==> config.mk <==
export PLATFORM = sky130hd
export DESIGN_NAME = iterative_shifter_unit
export DESIGN_NICKNAME = d
export VERILOG_FILES = /design/src/rtl/shifter_pkg.sv /design/src/rtl/shift_step.sv /design/src/rtl/iterative_shifter_unit.sv
export SDC_FILE = /design/constraint.sdc
export NUM_CORES = 1
export LEC_CHECK = 0
export BUFFER_PORTS_ARGS = -buffer_cell sky130_fd_sc_hd__buf_2
export CAP_MARGIN = 10
export CELL_PAD_IN_SITES_DETAIL_PLACEMENT = 1
export CELL_PAD_IN_SITES_GLOBAL_PLACEMENT = 2
export CORE_AREA = 2 2 140 142
export DETAILED_ROUTE_END_ITERATION = 10
export DIE_AREA = 0 0 142 144
export PLACE_DENSITY = 0.83
export SLEW_MARGIN = 5
export SYNTH_ARGS = -nofsm -noshare
export SYNTH_HDL_FRONTEND = slang
export SYNTH_SLANG_ARGS = --single-unit
==> constraint.sdc <==
create_clock -name clk -period 4.08 [get_ports clk]
set_clock_uncertainty 0.15 [all_clocks]
set_input_delay 0.408 -clock clk [delete_from_list [all_inputs] [get_ports clk]]
set_output_delay 0.408 -clock clk [all_outputs]
set_load 0.05 [all_outputs]
==> src/rtl/shifter_pkg.sv <==
// Op encodings and FSM states for the iterative shifter.
// Shared with the decoder and control unit.
package shifter_pkg;

  localparam logic [2:0] SH_LSL = 3'd0;
  localparam logic [2:0] SH_LSR = 3'd1;
  localparam logic [2:0] SH_ASR = 3'd2;
  localparam logic [2:0] SH_ROR = 3'd3;
  localparam logic [2:0] SH_RRX = 3'd4;

  typedef enum logic [1:0] {
    ST_IDLE = 2'd0,
    ST_RUN  = 2'd1,
    ST_DONE = 2'd2
  } state_e;

endpackage

==> src/rtl/shift_step.sv <==
// One combinational shifter step of k (0..STEP) single-bit shifts.
// Ports: value/carry in, op, k; nvalue/ncarry out.
module shift_step
  import shifter_pkg::*;
#(
  parameter int WIDTH = 32,
  parameter int STEP  = 4,
  parameter int KW    = $clog2(STEP + 1)
) (
  input  logic [WIDTH-1:0] value,
  input  logic             carry,
  input  logic [2:0]       op,
  input  logic [KW-1:0]    k,
  output logic [WIDTH-1:0] nvalue,
  output logic             ncarry
);

  logic [WIDTH-1:0] v;
  logic             c;

  always_comb begin
    v = value;
    c = carry;
    for (int i = 0; i < STEP; i++) begin
      if (KW'(i) < k) begin
        case (op)
          SH_LSL: begin
            c = v[WIDTH-1];
            v = {v[WIDTH-2:0], 1'b0};
          end
          SH_LSR: begin
            c = v[0];
            v = {1'b0, v[WIDTH-1:1]};
          end
          SH_ASR: begin
            c = v[0];
            v = {v[WIDTH-1], v[WIDTH-1:1]};
          end
          SH_ROR: begin
            c = v[0];
            v = {c, v[WIDTH-1:1]};
          end
          // rotate right through carry
          SH_RRX: {v, c} = {c, v};
          default: ;
        endcase
      end
    end
    nvalue = v;
    ncarry = c;
  end

endmodule

==> src/rtl/iterative_shifter_unit.sv <==
// Multi-cycle ARM shifter operand/carry unit, STEP bits per clock.
// Ports: start/op/operand_in/amount/cin in; busy/done/result/cout out.
module iterative_shifter_unit
  import shifter_pkg::*;
#(
  parameter int WIDTH = 32,
  parameter int STEP  = 4,
  parameter int AMT_W = 8
) (
  input  logic             clk,
  input  logic             reset,
  input  logic             start,
  input  logic [2:0]       op,
  input  logic [WIDTH-1:0] operand_in,
  input  logic [AMT_W-1:0] amount,
  input  logic             cin,
  output logic             busy,
  output logic             done,
  output logic [WIDTH-1:0] result,
  output logic             cout
);

  localparam int RW = $clog2(WIDTH + 2);
  localparam int LW = $clog2(WIDTH);
  localparam int KW = $clog2(STEP + 1);

  state_e           state;
  state_e           nstate;
  logic [2:0]       op_q;
  logic [RW-1:0]    rem;
  logic [RW-1:0]    n;
  logic [KW-1:0]    k;
  logic             accept;
  logic             ror_wrap;
  logic [WIDTH-1:0] sv;
  logic             sc;

  assign accept = start && (state != ST_RUN);
  assign busy   = (state == ST_RUN);
  assign done   = (state == ST_DONE);

  // Effective count; WIDTH+1 is enough to flush value and carry.
  always_comb begin
    n        = '0;
    ror_wrap = 1'b0;
    unique case (1'b1)
      (op == SH_LSL),
      (op == SH_LSR),
      (op == SH_ASR): begin
        if (32'(amount) > WIDTH + 1)
          n = RW'(WIDTH + 1);
        else
          n = RW'(amount);
      end
      (op == SH_ROR): begin
        n = RW'(amount[LW-1:0]);
        ror_wrap = (amount != '0) &&
                   (amount[LW-1:0] == '0);
      end
      (op == SH_RRX): n = RW'(1);
      default: ;
    endcase
  end

  assign k = (rem > RW'(STEP)) ? KW'(STEP)
                               : KW'(rem);

  shift_step #(
    .WIDTH (WIDTH),
    .STEP  (STEP),
    .KW    (KW)
  ) u_step (
    .value  (result),
    .carry  (cout),
    .op     (op_q),
    .k      (k),
    .nvalue (sv),
    .ncarry (sc)
  );

  always_ff @(posedge clk or posedge reset) begin
    if (reset) state <= ST_IDLE;
    else       state <= nstate;
  end

  // Last RUN edge is the one that drains rem to zero.
  always_comb begin
    nstate = state;
    unique case (state)
      ST_IDLE: if (start) nstate = ST_RUN;
      ST_RUN:
        if (rem <= RW'(STEP)) nstate = ST_DONE;
      ST_DONE:
        nstate = start ? ST_RUN : ST_IDLE;
      default: nstate = ST_IDLE;
    endcase
  end

  always_ff @(posedge clk or posedge reset) begin
    if (reset) begin
      result <= '0;
      cout   <= 1'b0;
      rem    <= '0;
      op_q   <= SH_LSL;
    end else if (accept) begin
      result <= operand_in;
      cout   <= ror_wrap ? operand_in[WIDTH-1]
                         : cin;
      rem    <= n;
      op_q   <= op;
    end else if (state == ST_RUN) begin
      result <= sv;
      cout   <= sc;
      rem    <= rem - RW'(k);
    end
  end

endmodule

; Word-level counts from Yosys, hierarchy flattened
; Index checks and enable logic that the tools add are counted.
[word_totals]
latchBits = 0
regBits = 44
mem_count = 0
mem_bits_ro = 0
in_bits = 47
out_inout_bits = 35
mem_bits_rw = 0
[op_classes]
reduce_logical = 11
n_eq_ne = 13
mul = 0
n_mux = 31
n_bitwise = 0
n_shift = 0
addsub = 1
magnitude_cmp = 7
div = 0
[ops]
columns = op, count
row1 = $pmux 32 s5, 4
row2 = $mux 32, 6
row3 = $mux 6, 3
row4 = $pmux 6 s3, 1
row5 = $eq 3x2->1 const B, 4
row6 = $mux 1, 9
row7 = $gt 8x6->1 const B, 1
row8 = $pmux 1 s2, 4
row9 = $reduce_bool 8->1, 1
row10 = $eq 3x1->1 const B, 2
row11 = $eq 3x3->1 const B, 2
row12 = $gt 6x3->1 const B, 1
row13 = $le 6x3->1 const B, 1
row14 = $logic_not 3->1, 2
row15 = $lt 1x3->1 const A, 2
row16 = $lt 2x3->1 const A, 2
row17 = $pmux 2 s3, 1
row18 = $sub 6x3->6, 1
row19 = $logic_not 5->1, 1
row20 = $mux 2, 2
row21 = $ne 2x1->1 const B, 2
row22 = $reduce_or 4->1, 1
row23 = $mux 3, 1
row24 = $reduce_or 3->1, 1
row25 = 7 further kinds, 8

; Depth between registers and ports, before layout
[depth]
word_depth = 12
ltp_mapped = 15
mapped_depth_nobuf = 10

; By module
; A second synthesis with hierarchy kept.
[hier_totals]
cells_unflattened = 949
hier_area_um2 = 6488.7
[by_module_without_submodules]
columns = mod, seq_area_each_um2, area_per_inst_um2, instances, cells_each
row1 = shift_step, 0.0, 4302.9, 1, 726
row2 = iterative_shifter_unit, 1101.1, 2185.8, 1, 223

; Least setup slack after synthesis
; OpenSTA, ideal clock, no wires.
[synth_timing]
path_type = register to register
startpoint = register rem[3]
endpoint = register result[9]
stages_incl_launch_ff = 11
n_path_buf = 2
arrival_time_ns = 2.566
setup_ns = 0.137
setup_slack_ns = 1.227
path_cell_list = dfrtp_1 -> buf_6 -> or4_4 -> buf_6 -> nor2_8 -> mux2_2 -> maj3_1 -> o211a_1 -> a211o_1 -> a31oi_1 -> a21oi_1
[synth_between]
elab_chain_cells = 12
[synth_lines]
columns = item, line_no
row1 = from (decl), iterative_shifter_unit.sv:30  ; logic [RW-1:0] rem;
row2 = from (signal assigned), iterative_shifter_unit.sv:109  ; rem <= n;
row3 = from (signal assigned), iterative_shifter_unit.sv:114  ; rem <= rem - RW'(k);
row4 = $gt 6x3->1 *, iterative_shifter_unit.sv:65  ; assign k = (rem > RW'(STEP)) ? KW'(STEP)
row5 = $mux 3 *, iterative_shifter_unit.sv:65
row6 = $lt 1x3->1, shift_step.sv:25  ; if (KW'(i) < k) begin
row7 = $mux 32, shift_step.sv:25
row8 = $pmux 32 s5, shift_step.sv:26  ; case (op)
row9 = $mux 32, shift_step.sv:25
row10 = $pmux 32 s5, shift_step.sv:26
row11 = $mux 32, shift_step.sv:25
row12 = $pmux 32 s5, shift_step.sv:26
row13 = $mux 32 *, shift_step.sv:25
row14 = $mux 32 *, iterative_shifter_unit.sv:111  ; end else if (state == ST_RUN) begin
row15 = $mux 32 *, iterative_shifter_unit.sv:105  ; end else if (accept) begin
row16 = to (signal assigned), iterative_shifter_unit.sv:106  ; result <= operand_in;
row17 = to (signal assigned), iterative_shifter_unit.sv:112  ; result <= sv;
row18 = to (decl), iterative_shifter_unit.sv:19  ; output logic [WIDTH-1:0] result,
; Mark *: on every way between the ends. The rest lies on a longest branch, timed or not. The select of a mux whose other input is x is not followed.
; A chain may end at the register's enable or synchronous reset.

; Final worst setup path
[layout_timing]
startpoint = register rem[2]
endpoint = register result[19]
[layout_between]
elab_chain_cells = 12
[layout_lines]
columns = item, line_no
row1 = $gt 6x3->1, iterative_shifter_unit.sv:65
row2 = $mux 3 *, iterative_shifter_unit.sv:65
row3 = $lt 1x3->1, shift_step.sv:25
row4 = $mux 32, shift_step.sv:25
row5 = $pmux 32 s5, shift_step.sv:26
row6 = $mux 32, shift_step.sv:25
row7 = $pmux 32 s5, shift_step.sv:26
row8 = $mux 32, shift_step.sv:25
row9 = $pmux 32 s5, shift_step.sv:26
row10 = $mux 32 *, shift_step.sv:25
row11 = $mux 32 *, iterative_shifter_unit.sv:111
row12 = $mux 32 *, iterative_shifter_unit.sv:105
; Marked as above.

==> run_results.csv <==
group,metric,value,unit
cells_and_area,drive_above_1_share,19.75,%
clock_network,clk_pin_slew,80,ps
floorplanning,die_w,142,µm
floorplanning,ios,82,
yosys,syn_nets,955,
sta,final-setup-viol-count,0,
global_routing,track_usage,33.71,%
yosys,yosysSeqAreaShare,17.49,%
yosys,ys_seq_elements,44,
routing,drt_wl_total,35.06,mm
worst_setup_path,cp.required,4160,ps
yosys,synth_top_area_cell,"dfrtp_1",
sta,period_share,89.23,%
yosys,synth_edf_count,0,
routing,vias,8461,
worst_setup_path,worstPathMaxFanout,24,
routing,vias_per_cell,7.080,
clock_network,postCtsSetupBuffers,0,
floorplanning,coreArea,19080,µm²
clock_network,cts_inserted_buffers,5,
worst_setup_path,worstSetupPathType,"flip-flop to flip-flop",
yosys,synth_top_area_share,17.49,%
worst_setup_path,critPathCaptureType,"flip-flop",
sta,rsz0062_at_grt,"no",
yosys,syn_area_per_cell,6.942,µm²
floorplanning,rows,51,
min_path,min_path_type,"input pin to asynchronous set/reset pin",
worst_setup_path,start_kind,"flip-flop",
sta,worst_slew_pin_slew,1094,ps
status,status,"completed",
yosys,yosys-top-cells-area,"dfrtp_1 (17%), a21oi_1 (6.4%), o21ai_0 (5.6%), nand2_1 (5.6%), mux2i_1 (5.6%)",
clock_network,cts_root_buf,"clkbuf_16",
global_routing,antenna_found_initial,0,
routing,first_pass_iters,6,
clock_network,cts_tree,"built",
clock_network,hold_buffers,0,
global_routing,overflow,0,
floorplanning,dieHeight,144,µm
yosys,synth_area,6296,µm²
global_routing,grt_max_degree,50,
sta,min_period,3641,ps
sta,relSlewSlack,26.94,%
placement,portBuffers,81,
placement,dpl.hpwl,25.68,mm
clock_network,clockBufferDepth,2,
worst_setup_path,crit_arrival,3720,ps
global_routing,grt_pass1_vias,8207,
yosys,ys.flop_type,"dfrtp_1",
placement,place.gp.congestion,0.9975,
clock_network,cts_resized,0,
floorplanning,die_area,20450,µm²
yosys,synth.distinct_cells,83,
clock_network,clock-sinks,44,
routing,drc,0,
routing,wl_per_cell,29.34,µm
job,maxCapViolations,0,
sta,max_freq,274.7,MHz
cells_and_area,antenna_cells,0,
floorplanning,start_util,33.00,%
clock_network,htree_levels,2,
sta,finalMaxSlewViolations,0,
routing,postRouteAntennaNets,0,
sta,finalHoldViolations,0,
yosys,synthCells,907,
sta,final.setup.tns,0,ps
cells_and_area,final_nets,1004,
yosys,ys_warn_count,0,
cells_and_area,syn_to_final_growth,14.92,%
routing,drt-initial-drc-count,1108,
worst_setup_path,r2r_setup_slack,440,ps
clock_network,clkLatencyLatePin,310,ps
yosys,synth-async-reset-ratio,100.0,%
global_routing,grt_pass1_wl,52.01,mm
[final timing paths]
path | from | endpoint | cells past startpoint
worst min register to register | state[0] | state[0] | 1
worst max-delay path | rem[2] | result[19] | 9
min in group clk | op[2] | rem[0] | 2
worst min-delay path | reset | result[13] | 2
max in group asynchronous | reset | op_q[2] | 2
worst max register to register | rem[2] | result[19] | 9
[cell usage in the layout (no fill, tap or decap), types with 10 or more instances in the layout]
cell type	n
nor3_1	21
o21ai_0	71
nand2_1	94
a211oi_1	19
nor2_1	73
o211ai_1	20
mux2i_1	35
inv_1	18
o22ai_1	29
nor4_1	18
o221ai_1	10
a31oi_1	28
buf_2	81
a21oi_1	81
dfrtp_1	43
nand3_1	29
a22oi_1	20
buf_4	60
a32oi_1	12
[per-layer routing]
layer  wire [µm]  global-route usage (%)
met4        1524                   14.26
met3        3631                   7.980
met2       15000                   51.28
met1       14900                   45.71
met5           0                       0
[critical path, cell delays in order, from the launching register on]
cell	delay (ps)
dfrtp_1	510
or4_4	800
nor2_8	390
buf_4	270
o21ai_0	110
and3_1	270
a311o_1	380
a32oi_1	360
nand2_1	100
a22oi_1	190
[cell type report]
| class | instances | area [µm²] |
|---|---|---|
| well taps | 238 | 297.8 |
| flip-flops and latches | 44 | 1102 |
| fillers | 2438 | 11840 |
| inverters | 19 | 71.32 |
| multi-input cells | 743 | 4691 |
| clock buffers | 6 | 138.9 |
| repair buffers | 143 | 895.9 |
| clock inverters | 2 | 38.79 |
[kinds of logic after synthesis]
logic type / Yosys count / share of synthesized area [%]
AND/OR/NAND/NOR: 292 / 22.42
AO/OA/AOI/OAI: 406 / 44.44
other: 1 / 0.05956
multiplexers: 41 / 6.816
adder cells (fa/ha/maj): 3 / 0.5167
flip-flops: 44 / 17.49
buffers and inverters: 120 / 8.267
[sequential cells by signal, indices dropped and copies added, names as in the netlist]
signal and cells:
cout 1, state 2, op_q 3, rem 6, result 32
[Yosys cell counts (5+ instances only)]
master     number
a21o_1          8
a311oi_1        5
a31o_2          7
inv_1          19
nand3_1        29
a32oi_1        12
a221oi_1        9
clkbuf_1       59
nor3b_1         5
a211oi_1       19
nor4b_1         7
a211o_1         9
o2111ai_1       5
o21a_1          6
mux2i_1        35
o21ai_0        71
nor3_1         22
and3_1          9
nor2_1         74
a221o_1         7
buf_2          29
nor4_1         19
a21oi_1        81
o31ai_1         7
o22ai_1        29
buf_1           8
dfrtp_1        44
a22o_1          5
mux2_2          5
a22oi_1        20
a31oi_1        28
o221ai_1       10
o211ai_1       20
nand2_1        94
[stage by stage]
step                      cells  utilization, %  setup slack [ps]  area (µm²)  hold WS, ps
after floorplan             907               -              1227        6296        316.9
after global placement     1187           36.99             559.9        7058        363.8
after detailed placement   1187           36.99             548.3        7058        377.6
after CTS                  1195           37.92             532.0        7236        218.4
after global routing       1195           37.92             331.5        7236        248.8
final                      1195           37.92             439.3        7236        219.0
Power is left out: the tool's default activity adds up to more than one toggle a clock period on the data nets, which glitch-free logic cannot reach.
